**src/rtl/oh_csa_acc_pkg.sv**
```systemverilog
// oh_csa_acc_pkg
//   Shared definitions for the carry-save accumulator.
//   Encodings stay as plain 2-bit constants so the state values remain
//   identical to the legacy implementation. The enum is built on top of
//   them.
package oh_csa_acc_pkg;

  localparam logic [1:0] ACC_ENC     = 2'd0;
  localparam logic [1:0] RESOLVE_ENC = 2'd1;
  localparam logic [1:0] OUT_ENC     = 2'd2;

  typedef enum logic [1:0] {
    ST_ACC     = ACC_ENC,
    ST_RESOLVE = RESOLVE_ENC,
    ST_OUT     = OUT_ENC
  } acc_state_e;

endpackage

```
**src/rtl/oh_csa32.sv**
```systemverilog
// oh_csa32
//   3:2 carry-save compressor, DW bits wide.
//   Ports:
//     in0, in1, in2 : input  [DW-1:0]  operands
//     s             : output [DW-1:0]  bitwise sum (xor of the three inputs)
//     c             : output [DW-1:0]  bitwise majority (carry, not shifted)
module oh_csa32 #(
  parameter int DW = 32
) (
  input  logic [DW-1:0] in0,
  input  logic [DW-1:0] in1,
  input  logic [DW-1:0] in2,
  output logic [DW-1:0] s,
  output logic [DW-1:0] c
);

  assign s = in0 ^ in1 ^ in2;
  assign c = (in0 & in1) | (in0 & in2) | (in1 & in2);

endmodule

```
**src/rtl/oh_csa_acc.sv**
```systemverilog
// oh_csa_acc
//   Streaming accumulator. The running sum is kept in redundant
//   sum/carry form so that each accepted operand costs only one 3:2
//   compression. A single carry-propagate add resolves the result once
//   the last operand of a sum has been accepted.
//   Parameters:
//     DW : operand width
//     OW : accumulator/result width (OW >= DW+1)
//   Ports:
//     clk       : input         clock, rising edge
//     reset     : input         synchronous active-high reset
//     in_valid  : input         operand offered
//     in_ready  : output        operand accepted when in_valid & in_ready
//     in_data   : input  [DW]   unsigned operand, zero-extended to OW
//     in_last   : input         accepted operand closes the current sum
//     out_valid : output        result available
//     out_ready : input         result consumed when out_valid & out_ready
//     out_data  : output [OW]   resolved sum modulo 2^OW
//     out_ovf   : output        sticky overflow flag, valid with out_data
//                               (present only with OH_CSA_ACC_OVF_EN)
//   Build macro:
//     OH_CSA_ACC_OVF_EN : adds out_ovf and the overflow tracking logic.
module oh_csa_acc
  import oh_csa_acc_pkg::*;
#(
  parameter int DW = 32,
  parameter int OW = DW + 8
) (
  input  logic          clk,
  input  logic          reset,
  input  logic          in_valid,
  output logic          in_ready,
  input  logic [DW-1:0] in_data,
  input  logic          in_last,
  output logic          out_valid,
  input  logic          out_ready,
`ifdef OH_CSA_ACC_OVF_EN
  output logic          out_ovf,
`endif
  output logic [OW-1:0] out_data
);

  acc_state_e    state_q, state_d;
  logic [OW-1:0] s_q, s_d;
  logic [OW-1:0] c_q, c_d;
  logic [OW-1:0] out_q, out_d;
  logic [OW-1:0] x;
  logic [OW-1:0] csa_s, csa_c;
  logic [OW-1:0] resolve_sum;
  logic          accept;
  logic          out_hs;

  assign x = {{(OW-DW){1'b0}}, in_data};

  oh_csa32 #(
    .DW (OW)
  ) u_csa (
    .in0 (s_q),
    .in1 (c_q),
    .in2 (x),
    .s   (csa_s),
    .c   (csa_c)
  );

`ifdef OH_CSA_ACC_OVF_EN
  logic resolve_co;
  logic ovf_q, ovf_d;
  assign {resolve_co, resolve_sum} = {1'b0, s_q} + {1'b0, c_q};
`else
  assign resolve_sum = s_q + c_q;
`endif

  assign in_ready  = (state_q == ST_ACC);
  assign out_valid = (state_q == ST_OUT);
  assign accept    = in_valid & in_ready;
  assign out_hs    = out_valid & out_ready;
  assign out_data  = out_q;

  always_comb begin
    state_d = state_q;
    s_d     = s_q;
    c_d     = c_q;
    out_d   = out_q;
    unique case (state_q)
      ST_ACC: begin
        if (accept) begin
          s_d = csa_s;
          // Carry is pre-shifted; the MSB falling off is the modulo wrap.
          c_d = csa_c << 1;
          if (in_last) state_d = ST_RESOLVE;
        end
      end
      ST_RESOLVE: begin
        out_d   = resolve_sum;
        state_d = ST_OUT;
      end
      ST_OUT: begin
        if (out_hs) begin
          s_d     = '0;
          c_d     = '0;
          state_d = ST_ACC;
        end
      end
      default: begin
        state_d = ST_ACC;
      end
    endcase
  end

  always_ff @(posedge clk) begin
    if (reset) begin
      state_q <= ST_ACC;
      s_q     <= '0;
      c_q     <= '0;
      out_q   <= '0;
    end else begin
      state_q <= state_d;
      s_q     <= s_d;
      c_q     <= c_d;
      out_q   <= out_d;
    end
  end

`ifdef OH_CSA_ACC_OVF_EN
  // Any nonzero bit lost from the redundant form means the true sum has
  // exceeded 2^OW, so the flag is the OR of every such loss.
  always_comb begin
    ovf_d = ovf_q;
    unique case (state_q)
      ST_ACC:     if (accept) ovf_d = ovf_q | csa_c[OW-1];
      ST_RESOLVE: ovf_d = ovf_q | resolve_co;
      ST_OUT:     if (out_hs) ovf_d = 1'b0;
      default:    ovf_d = 1'b0;
    endcase
  end

  always_ff @(posedge clk) begin
    if (reset) ovf_q <= 1'b0;
    else       ovf_q <= ovf_d;
  end

  assign out_ovf = ovf_q;
`endif

endmodule

```
**config.mk**
```make
export PLATFORM = sky130hd
export DESIGN_NAME = oh_csa_acc
export DESIGN_NICKNAME = d
export VERILOG_FILES = /design/src/rtl/oh_csa_acc_pkg.sv /design/src/rtl/oh_csa32.sv /design/src/rtl/oh_csa_acc.sv
export SDC_FILE = /design/constraint.sdc
export NUM_CORES = 1
export LEC_CHECK = 0
export BUFFER_PORTS_ARGS = -buffer_cell sky130_fd_sc_hd__buf_4
export CAP_MARGIN = 20
export CORE_ASPECT_RATIO = 0.5
export CORE_UTILIZATION = 59
export CTS_BUF_LIST = sky130_fd_sc_hd__clkbuf_16
export CTS_CLUSTER_DIAMETER = 200
export DETAILED_ROUTE_END_ITERATION = 8
export GPL_ROUTABILITY_DRIVEN = 0
export PLACE_DENSITY_LB_ADDON = 0.3
export RECOVER_POWER = 50
export SLEW_MARGIN = 10
export SYNTH_ARGS = -nofsm -noshare
export SYNTH_HDL_FRONTEND = slang
export SYNTH_SLANG_ARGS = --single-unit
```
**constraint.sdc**
```tcl
create_clock -name clk -period 3.46 [get_ports clk]
set_input_delay 0.519 -clock clk [delete_from_list [all_inputs] [get_ports clk]]
set_output_delay 0.519 -clock clk [all_outputs]
set_load 0.01 [all_outputs]
```
# After elaboration in Yosys (flattened, before gate mapping)

Index checks and enable logic that the tools add are counted.

Word-level logic and storage cells: 32
Input bits: 37
Output and inout bits: 42
Flip-flop bits (word level): 122

Bitwise operators: 9
$add $sub $neg: 1
Muxes and demuxes: 9
Reduce and logical (&&, ||, !) cells: 4
Equal/unequal tests: 5

Operator list:

| cell                                                  | count |
|---|---|
| one-hot mux 40 bit (2 select lines)                   | 2 |
| 2-to-1 mux 40 bit                                     | 3 |
| AND 39 x 32 -> 39 bit                                 | 2 |
| bitwise OR 39 bit                                     | 2 |
| adder 40 bit                                          | 1 |
| bitwise XOR 40 x 32 -> 40 bit                         | 1 |
| bitwise XOR 40 bit                                    | 1 |
| AND 39 bit                                            | 1 |
| 2-to-1 mux 2 bit                                      | 3 |
| inequality test 2 x 1 -> 1 bit, second input constant | 3 |
| one-hot mux 2 bit (3 select lines)                    | 1 |
| AND reduction 3 bit                                   | 2 |
| AND 1 bit                                             | 2 |
| equality test 2 x 1 -> 1 bit, second input constant   | 1 |
| equality test 2 bit, second input constant            | 1 |
| logical NOT 2 bit                                     | 1 |
| nonzero test 2 bit                                    | 1 |

# Logic depth before layout (Yosys ltp)

Gate-level depths: netlist of run 1.

Depth in word-level cells: 5
Depth in mapped cells: 9
Depth with buffers taken out: 9

# By module

From an unflattened synthesis of run 1, not the netlist that was laid out.

Cell total of the unflattened synthesis: 801
Area total of the unflattened synthesis: 7,123.1 µm²

Modules (own cells, without submodules):

| module     | area each (µm²) | cells each | instances |
|---|---|---|---|
| oh_csa_acc | 6,322.3         | 761        | 1 |
| oh_csa32   | 800.8           | 40         | 1 |

# Least setup slack after synthesis of run 1

No wires, ideal clock.

Path type: reg-to-reg
From: reg s_q[1]
To: reg out_q[33] (netlist: out_data[33])
Required time: 3.334 ns
Cell stages (with the launch flop): 10
Path buffers: 0
Setup time: 0.126 ns
Period minus slack after synthesis: 2.525 ns
Setup slack: 0.935 ns
Arrival: 2.398 ns
Cell sequence: dfxtp_1 ha_1 fa_1 a211oi_2 nor4_2 o311ai_2 a31oi_4 a21boi_2 a21oi_1 mux2i_1

Cells in the longest elaborated chain, start to end: 1

Ends and longest elaborated chain:

| item                     | RTL line          | text |
|---|---|---|
| start: declaration       | oh_csa_acc.sv:44  | `logic [OW-1:0] s_q, s_d;` |
| start signal: assignment | oh_csa_acc.sv:113 | `s_q <= '0;` |
| start signal: assignment | oh_csa_acc.sv:118 | `s_q <= s_d;` |
| adder 40 bit             | oh_csa_acc.sv:70  | `assign resolve_sum = s_q + c_q;` |
| end signal: assignment   | oh_csa_acc.sv:120 | `out_q <= out_d;` |
| end: declaration         | oh_csa_acc.sv:46  | `logic [OW-1:0] out_q, out_d;` |

Every way passes these cells.
A chain may end at the register's enable or synchronous reset.

# Worst setup path after layout of run 1

From: reg s_q[1]
To: reg out_q[37] (netlist: out_data[37])

Same word-level chain as after synthesis.

==> results of run 1 <==
-- sequential cells by signal, indices dropped and copies added, names as in the netlist --
register  count
out_data     40
state_q       2
c_q          39
s_q          40
-- layout make-up --
type	instances	area share, %
multi-input cells	615	53.9
flip-flops and latches	121	30.2
repair buffers	86	6.17
clock buffers	17	5.31
well taps	159	2.48
clock inverters	13	1.42
inverters	10	0.468
-- kinds of logic after synthesis --
group	after synthesis	share of synthesized area (%)
compound gates	265	26.1
xor+xnor	22	2.77
fa+ha+maj	71	16.2
buf+inv	60	3.29
flops	121	34.8
mux	3	0.449
simple gates	254	16.4
-- metrics by stage --
| stage | cell area (um2) | utilization, % | hold WS, ns |
|---|---|---|---|
| floorplan | 6960 | - | 0.448 |
| global placement | 7640 | 67.9 | 0.440 |
| detailed placement | 7640 | 67.9 | 0.446 |
| CTS | 8180 | 72.7 | 0.351 |
| global route | 8020 | 71.3 | 0.354 |
| finish | 8020 | 71.3 | 0.351 |
-- worst min path at each step --
stage | from | endpoint | cells past startpoint
floorplan | s_q[0]$_SDFFE_PP0P_ | out_data[0]$_SDFFE_PP0N_ | 2
global placement | out_data[7]$_SDFFE_PP0N_ | out_data[7]$_SDFFE_PP0N_ | 2
detailed placement | out_data[12]$_SDFFE_PP0N_ | out_data[12]$_SDFFE_PP0N_ | 2
CTS | in_last | state_q[0]$_SDFFE_PP0P_ | 2
global route | in_last | state_q[0]$_SDFFE_PP0P_ | 2
finish | in_last | state_q[0]$_SDFFE_PP0P_ | 2
-- per-layer routing --
| layer | vias to the layer above | routed length, um |
|---|---|---|
| met3 | 33 | 1140 |
| met4 | 0 | 250 |
| li1 | 3021 | - |
| met2 | 244 | 8340 |
| met1 | 3144 | 7940 |
| met5 | - | 0 |
-- critical path: stages, from the launching register on --
cell	delay [ns]
dfxtp_1	0.34
ha_1	0.25
fa_1	0.45
a211oi_2	0.35
nor4_2	0.11
o311ai_2	0.47
a31oi_4	0.18
a21boi_2	0.31
a21oi_1	0.16
mux2i_1	0.15
-- power by group through the flow --
stage	sequential (W)	clock (W)	combinational, W
finish	0.00151	0.00167	0.000464
CTS	0.00151	0.00167	0.000472
global placement	0.00153	0	0.000447
floorplan	0.00153	0	0.000315
global route	0.00152	0.00174	0.000517
detailed placement	0.00154	0	0.000465
-- cells in the final DEF, fill, tap and decap left out, drive strengths merged, types with 3 or more instances in the layout --
cell / n
a211o: 3
a211oi: 10
a21boi: 4
a21o: 17
a21oi: 64
a22oi: 80
a31oi: 3
a32o: 3
and2: 4
and3: 3
buf: 42
clkbuf: 61
clkinv: 8
dfxtp: 121
fa: 32
ha: 39
inv: 11
nand2: 71
nand2b: 4
nand3: 13
nand3b: 5
nand4: 15
nor2: 110
nor2b: 5
nor3: 9
nor4: 3
o211ai: 6
o21a: 6
o21ai: 36
o21bai: 8
o31ai: 3
or3: 6
or4: 3
xnor2: 11
xor2: 11
==> results.json, run 1 <==
{
  "ys_seq_elements": 121,
  "rr_worst_depth": 9,
  "n_antenna_cell": 0,
  "cap_violations": 1,
  "fmax_ghz": 0.345,
  "port_buffers": 78,
  "async_reset_ff_share_pct": 0,
  "power_density_nw_per_um2": 454,
  "die_w_um": 156,
  "finalNonFillerCells": 1021,
  "grt_max_degree": 82,
  "regArea_um2": 2420,
  "busiest_layer": "met2",
  "worstReg2RegStart": "s_q[1]$_SDFFE_PP0P_",
  "yosysSeqAreaShare_pct": 34.8,
  "synth_cell_types": 62,
  "area_growth_pct": 15.2,
  "gr-usage-met2_pct": 48.4,
  "synth_area_leader_cell": "dfxtp_1",
  "clockPowerShare_pct": 45.9,
  "switchingPower_w": 0.000978,
  "p_sw_share_pct": 26.9,
  "core_um2": 11200,
  "clk_latency_ns": 0.41,
  "routedWlPerCell_um": 17.3,
  "arrival_ns": 3.19,
  "status": "finished with violations",
  "numCtsBuffers": 17,
  "clockBufferDepth": 2,
  "final.setup.worst_slack_ns": 0.557,
  "io_pins": 79,
  "use_met1_pct": 40.5,
  "drive_above_1_share_pct": 9.16,
  "min_path_type": "in -> reg",
  "grt_pass1_vias": 5981,
  "viasPerCell": 6.31,
  "via_count": 6442,
  "grt_remaining_overflow": 0,
  "tightest_slew_ns": 1.66,
  "power.internal_w": 0.00266,
  "rrSetupSlack_ns": 0.56,
  "hold_buffers": 0,
  "min_period_ns": 2.90,
  "grt_pass1_wl_mm": 29.2,
  "gr-usage-met3_pct": 5.79,
  "postRouteAntennaNets": 0,
  "cts-resized-gates": 0,
  "netlist_area_um2": 6960,
  "drtIter0Drc": 601,
  "synth_most_common_cell": "dfxtp_1",
  "post-route-drc-count": 0,
  "cts_tree": "done",
  "pwr-share-comb_pct": 12.7,
  "antenna_found_initial": 0,
  "rsz0062_at_grt": "no",
  "power_w": 0.00364,
  "period_share_pct": 83.9,
  "cp_data_required_time_ns": 3.75,
  "peakVddDrop_uv": 321,
  "synth_flop_cell": "dfxtp_1",
  "setup_viol": 0,
  "start_util_pct": 61.9,
  "r2r-end": "out_data[37]$_SDFFE_PP0N_",
  "die_h_um": 78.8,
  "synth.avg_cell_area_um2": 8.75,
  "crit_type": "reg -> reg",
  "synth_area_leaders": "dfxtp_1, fa_1, a22oi_1",
  "multi_input_area_um2": 4320,
  "clock_sinks": 121,
  "post-dp-hpwl_mm": 11.9,
  "seqPwrFrac_pct": 41.4,
  "failed_checks": "capacitance limit, slew limit",
  "synth_common_cells": "dfxtp_1, nor2_1, a22oi_1",
  "dieArea_um2": 12300,
  "root_buffer": "clkbuf_16",
  "syn_nets": 904,
  "worstPathMaxFanout": 6,
  "yosys_warnings": 0,
  "slew_viol_final": 82,
  "rows": 27,
  "synth_edf_count": 0,
  "startpoint": "s_q[1]$_SDFFE_PP0P_",
  "startpoint_type": "register",
  "power_leakage_nw": 3.22,
  "tns_ns": 0,
  "synthCells": 796,
  "routed_wl_mm": 17.7,
  "firstDrtPassIters": 6,
  "clk_pin_slew_ns": 0.05,
  "dp.cells": 991,
  "end_kind": "register",
  "fillers": 933,
  "post_cts_buffers": 0,
  "synth_top_area_share_pct": 34.8,
  "relSlewSlack_pct": -10.4,
  "post-place-ws_ns": 0.629,
  "endpoint": "out_data[37]$_SDFFE_PP0N_",
  "skew_ns": 0.00663,
  "h-tree-depth": 4,
  "fin_nets": 959,
  "hold_violations": 0,
  "track_usage_pct": 29.9
}
No activity file was read; power rests on OpenSTA's default activity.
==> run 2, diff against run 1 <==
--- a/config.mk
+++ b/config.mk
@@ -8,7 +8,7 @@
 export BUFFER_PORTS_ARGS = -buffer_cell sky130_fd_sc_hd__buf_4
 export CAP_MARGIN = 20
 export CORE_ASPECT_RATIO = 0.5
-export CORE_UTILIZATION = 59
+export CORE_UTILIZATION = 53
 export CTS_BUF_LIST = sky130_fd_sc_hd__clkbuf_16
 export CTS_CLUSTER_DIAMETER = 200
 export DETAILED_ROUTE_END_ITERATION = 8
==> constraint.sdc (replaced) <==
create_clock -name clk -period 2.3 [get_ports clk]
set_input_delay 0.345 -clock clk [delete_from_list [all_inputs] [get_ports clk]]
set_output_delay 0.345 -clock clk [all_outputs]
set_load 0.01 [all_outputs]
==> run 2 against run 1 <==
Net effect:
- the flow finishes with violations (setup timing)
- die area grew 11%
- cell area up 16%
- register-to-register slack got worse by 0.89 ns
- critical path depth rose by 1
- highest routed layer unchanged
==> results.json, run 2 (synthesis results as in run 1) <==
{
  "grt_remaining_overflow": 0,
  "power_density_nw_per_um2": 593,
  "routedWlPerCell_um": 18.3,
  "rows": 29,
  "slew_viol_final": 0,
  "cts_tree": "done",
  "clk_pin_slew_ns": 0.06,
  "worstPathMaxFanout": 3,
  "clockBufferDepth": 2,
  "final.setup.worst_slack_ns": -0.331,
  "arrival_ns": 2.89,
  "grt_max_degree": 80,
  "rsz0062_at_grt": "yes",
  "start_util_pct": 54.7,
  "die_w_um": 164,
  "failed_checks": "setup timing",
  "grt_pass1_vias": 6686,
  "area_growth_pct": 34.0,
  "fin_nets": 1074,
  "final_common_cell": "buf_4",
  "power_w": 0.00553,
  "tightest_slew_ns": 1.06,
  "period_share_pct": 114,
  "relSlewSlack_pct": 29.5,
  "die_h_um": 83.0,
  "startpoint_type": "register",
  "status": "finished with violations",
  "cp_data_required_time_ns": 2.56,
  "antenna_found_initial": 0,
  "fmax_ghz": 0.380,
  "routed_wl_mm": 21.0,
  "dieArea_um2": 13600,
  "grt_pass1_wl_mm": 31.8,
  "hold_buffers": 0,
  "skew_ns": 0.00828,
  "port_buffers": 78,
  "numCtsBuffers": 17,
  "root_buffer": "clkbuf_16",
  "cap_violations": 0,
  "clk_latency_ns": 0.42,
  "n_antenna_cell": 0,
  "hold_violations": 0,
  "clock_sinks": 121,
  "drive_above_1_share_pct": 26.6,
  "viasPerCell": 6.12,
  "setup_viol": 17,
  "post-route-drc-count": 0,
  "power_leakage_nw": 3.83,
  "track_usage_pct": 29.1,
  "min_period_ns": 2.63,
  "peakVddDrop_uv": 338,
  "via_count": 7022,
  "h-tree-depth": 4,
  "layout_common_cells": "buf_4, dfxtp_1, nor2_1",
  "firstDrtPassIters": 6,
  "io_pins": 79,
  "end_kind": "register",
  "post-place-ws_ns": -0.223,
  "core_um2": 12700,
  "postRouteAntennaNets": 0,
  "crit_type": "reg -> reg",
  "post-dp-hpwl_mm": 13.3,
  "drtIter0Drc": 824,
  "min_path_type": "in -> reg"
}
## run 2: changes by cell type in the layout (fill, tap and decap cells not counted), moves of 4 or more
cell,previous run,this run
ha_4,0,13
ha_2,0,4
dfxtp_1,121,113
a21oi_2,0,10
dfxtp_2,0,6
buf_4,41,154
a21oi_1,63,50
ha_1,39,22
o21ai_1,1,10
o21ai_0,34,22
clkinv_2,4,8
## run 2: layer usage
metal	share of wire, %	GRT usage [%]	wire (um)	up-vias
li1	-	-	-	3249
met1	43	37.4	9000	3406
met2	48	48.9	10100	323
met3	6.9	5.89	1460	44
met4	1.7	9.01	362	0
met5	0	0	0	-
## run 2: power by group
part / leakage (nW) / internal [W] / switching (W) / total (W)
clock network: 0.259 / 0.00133 / 0.000983 / 0.00232
registers: 0.986 / 0.00218 / 0.0000828 / 0.00227
logic: 2.59 / 0.000437 / 0.000516 / 0.000953
## run 2: path summary, 6_finish.rpt
check / startpoint / to / slack [ns] / cells past startpoint
setup / recovery: c_q[1]$_SDFFE_PP0P_ / out_data[31]$_SDFFE_PP0N_ / -0.33 / 10
hold reg to reg: out_data[11]$_SDFFE_PP0N_ / out_data[11]$_SDFFE_PP0N_ / 0.45 / 2
hold / removal: in_last / state_q[0]$_SDFFE_PP0P_ / 0.17 / 2
setup reg to reg: c_q[1]$_SDFFE_PP0P_ / out_data[31]$_SDFFE_PP0N_ / -0.33 / 10
## run 2: worst max-delay path: stages (launching register included)
cell,delay (ns)
dfxtp_2,0.33
ha_4,0.16
fa_2,0.39
a211oi_4,0.34
nor4_4,0.08
o311ai_2,0.32
buf_4,0.20
nand2_1,0.10
o21ai_2,0.25
xor2_1,0.19
o21ai_0,0.11
## run 2: layout make-up
class                   count  area (um2)
flip-flops and latches    121        2440
repair buffers            201        1370
clock buffers              17         425
multi-input cells         615        4770
inverters                  10        37.5
fillers                   908        3410
well taps                 170         213
clock inverters            14        70.1
## run 2: metrics by stage
step	utilization, %	instance area [um2]	hold WS, ns	instances	TNS, ns
floorplan	-	7000	0.448	796	-0.0446
global placement	66.3	8450	0.439	1102	-1.14
detailed placement	66.3	8450	0.446	1102	-2.08
CTS	71.4	9100	0.175	1136	-1.83
global route	73.2	9330	0.184	1148	-4.18
finish	73.2	9330	0.174	1148	-2.83
## run 2: timing repair
| item | in CTS | in global routing |
|---|---|---|
| setup buffers | 3 | 15 |
| pin swaps | 10 | 27 |
| resized for setup | 25 | 64 |
| endpoints found under the setup margin | 19 | 21 |
==> run 3, diff against run 2 <==
--- a/config.mk
+++ b/config.mk
@@ -13,9 +13,10 @@
 export CTS_CLUSTER_DIAMETER = 200
 export DETAILED_ROUTE_END_ITERATION = 8
 export GPL_ROUTABILITY_DRIVEN = 0
-export PLACE_DENSITY_LB_ADDON = 0.3
+export PLACE_DENSITY = 0.76
 export RECOVER_POWER = 50
-export SLEW_MARGIN = 10
+export SKIP_CTS_REPAIR_TIMING = 1
+export SLEW_MARGIN = 20
 export SYNTH_ARGS = -nofsm -noshare
 export SYNTH_HDL_FRONTEND = slang
 export SYNTH_SLANG_ARGS = --single-unit
==> run 3 against run 2 <==
Net effect:
- via count fell by 0.16%
- non-clock buffer count is 17 lower
- utilization increased by 0.20 points
- wire length down 0.22%
- the flow still finishes with violations (setup timing)
- die area did not move
- critical path type unchanged
- sequential power about the same
- worst setup slack improved by 0.12 ns
- sequential cell count is the same
- total power up 12%
- cell area increased by 0.27%
- global-route usage shrank 0.48 points
- clock-buffer cell count unchanged
==> results.json, run 3 (synthesis results as in run 1) <==
{
  "post-place-ws_ns": -0.260,
  "relSlewSlack_pct": 33.8,
  "layout_common_cells": "buf_4, dfxtp_1, nor2_1",
  "cp.depth": 9,
  "use_met1_pct": 37.4,
  "viasPerCell": 6.19,
  "postRouteAntennaNets": 0,
  "grt_pass1_wl_mm": 31.1,
  "via_count": 7011,
  "worstPathCellList": "ha_4 > fa_2 > a211oi_4 > nor4_4 > o311ai_4 > a31oi_4 > a21boi_4 > xor2_1 > o21ai_1",
  "skew_ns": 0.00990,
  "cp_num_buf_inv": 0,
  "area_growth_pct": 34.3,
  "root_buffer": "clkbuf_16",
  "clockBufferDepth": 2,
  "gr-usage-met2_pct": 47.4,
  "clock_sinks": 121,
  "status": "finished with violations",
  "arrival_ns": 2.80,
  "routed_wl_mm": 20.9,
  "drive_above_1_share_pct": 24.8,
  "endpoint": "out_data[25]$_SDFFE_PP0N_",
  "start_util_pct": 54.7,
  "grt_max_degree": 82,
  "r2r-end": "out_data[25]$_SDFFE_PP0N_",
  "rsz0062_at_grt": "yes",
  "post-route-drc-count": 0,
  "final_common_cell": "buf_4",
  "end_kind": "register",
  "busiest_layer": "met2",
  "grt_pass1_vias": 6411,
  "crit_family": "compound AO/OA/AOI/OAI gates",
  "failed_checks": "setup timing",
  "tns_ns": -1.88,
  "fin_nets": 1057,
  "io_pins": 79,
  "holdWs_ns": 0.180,
  "peakVddDrop_uv": 393,
  "slew_viol_final": 0,
  "rr_worst_depth": 9,
  "cts_tree": "done",
  "core_um2": 12700,
  "crit_type": "reg -> reg",
  "dieArea_um2": 13600,
  "max_stage_delay_ns": 0.42,
  "hold_violations": 0,
  "fmax_ghz": 0.398,
  "min_period_ns": 2.51,
  "port_buffers": 78,
  "n_antenna_cell": 0,
  "min_path_type": "in -> reg",
  "cap_violations": 0,
  "antenna_found_initial": 0,
  "h-tree-depth": 4,
  "worstPathMaxFanout": 6,
  "power_leakage_nw": 3.83,
  "firstDrtPassIters": 6,
  "grt_remaining_overflow": 0,
  "critPathSlowestCell": "o311ai_4",
  "worstReg2RegStart": "c_q[1]$_SDFFE_PP0P_",
  "startpoint_type": "register",
  "track_usage_pct": 28.6,
  "startpoint": "c_q[1]$_SDFFE_PP0P_",
  "cp_data_required_time_ns": 2.59,
  "routedWlPerCell_um": 18.5,
  "clk_pin_slew_ns": 0.06,
  "rows": 29,
  "die_w_um": 164,
  "tightest_slew_ns": 0.994,
  "gr-usage-met3_pct": 5.59,
  "period_share_pct": 109,
  "post-dp-hpwl_mm": 12.8,
  "rrSetupSlack_ns": -0.21,
  "drtIter0Drc": 705,
  "fillers": 912,
  "die_h_um": 83.0,
  "numCtsBuffers": 17,
  "worstHoldPathCells": 2,
  "setup_viol": 15,
  "clk_latency_ns": 0.42,
  "power_density_nw_per_um2": 664,
  "final.setup.worst_slack_ns": -0.212
}
==> run 3: worst min-delay path by stage <==
stage	end	startpoint	slack, ns
after floorplan	out_data[0]$_SDFFE_PP0N_	s_q[0]$_SDFFE_PP0P_	0.45
after global placement	out_data[19]$_SDFFE_PP0N_	out_data[19]$_SDFFE_PP0N_	0.44
after detailed placement	out_data[11]$_SDFFE_PP0N_	out_data[11]$_SDFFE_PP0N_	0.44
after CTS	state_q[0]$_SDFFE_PP0P_	in_last	0.18
after global routing	state_q[0]$_SDFFE_PP0P_	in_last	0.19
final	state_q[0]$_SDFFE_PP0P_	in_last	0.18
==> run 3: worst register-to-register path: cells and delay by family (launching register included) <==
| kind | cells | cell delay, ns |
|---|---|---|
| AO/OA/AOI/OAI | 5 | 1.26 |
| adder cells (fa/ha/maj) | 2 | 0.53 |
| AND/OR/NAND/NOR | 1 | 0.10 |
| flip-flops | 1 | 0.34 |
| XOR/XNOR | 1 | 0.17 |
==> run 3: power by group <==
| group | leakage, nW | internal (W) | switching, W | total (W) |
|---|---|---|---|---|
| Sequential | 0.986 | 0.00218 | 0.0000785 | 0.00226 |
| Clock | 0.314 | 0.00201 | 0.00102 | 0.00303 |
| Combinational | 2.53 | 0.000414 | 0.000503 | 0.000918 |
| Total | 3.83 | 0.00461 | 0.00160 | 0.00621 |
==> run 3: routing by layer <==
metal / routed length [um] / share of wire [%]
met1: 8880 / 42
met5: 0 / 0
met2: 10100 / 48
met3: 1330 / 6.4
met4: 609 / 2.9
==> run 3: final cells by class <==
class	instances	area, um2	area share, %
Multi-Input combinational cell	615	4750	50.8
Sequential cell	121	2440	26.0
Timing Repair Buffer	184	1260	13.4
Clock buffer	17	425	4.55
Clock inverter	15	231	2.47
Tap cell	170	213	2.27
Inverter	10	37.5	0.401
==> run 3: stage by stage <==
| stage | area, um2 | std cells | utilization [%] | power (W) |
|---|---|---|---|---|
| after floorplan | 7000 | 796 | - | 0.00278 |
| after global placement | 8400 | 1094 | 65.9 | 0.00312 |
| after detailed placement | 8400 | 1094 | 65.9 | 0.00315 |
| after CTS | 9060 | 1126 | 71.1 | 0.00614 |
| after global routing | 9350 | 1132 | 73.4 | 0.00642 |
| final | 9350 | 1132 | 73.4 | 0.00621 |
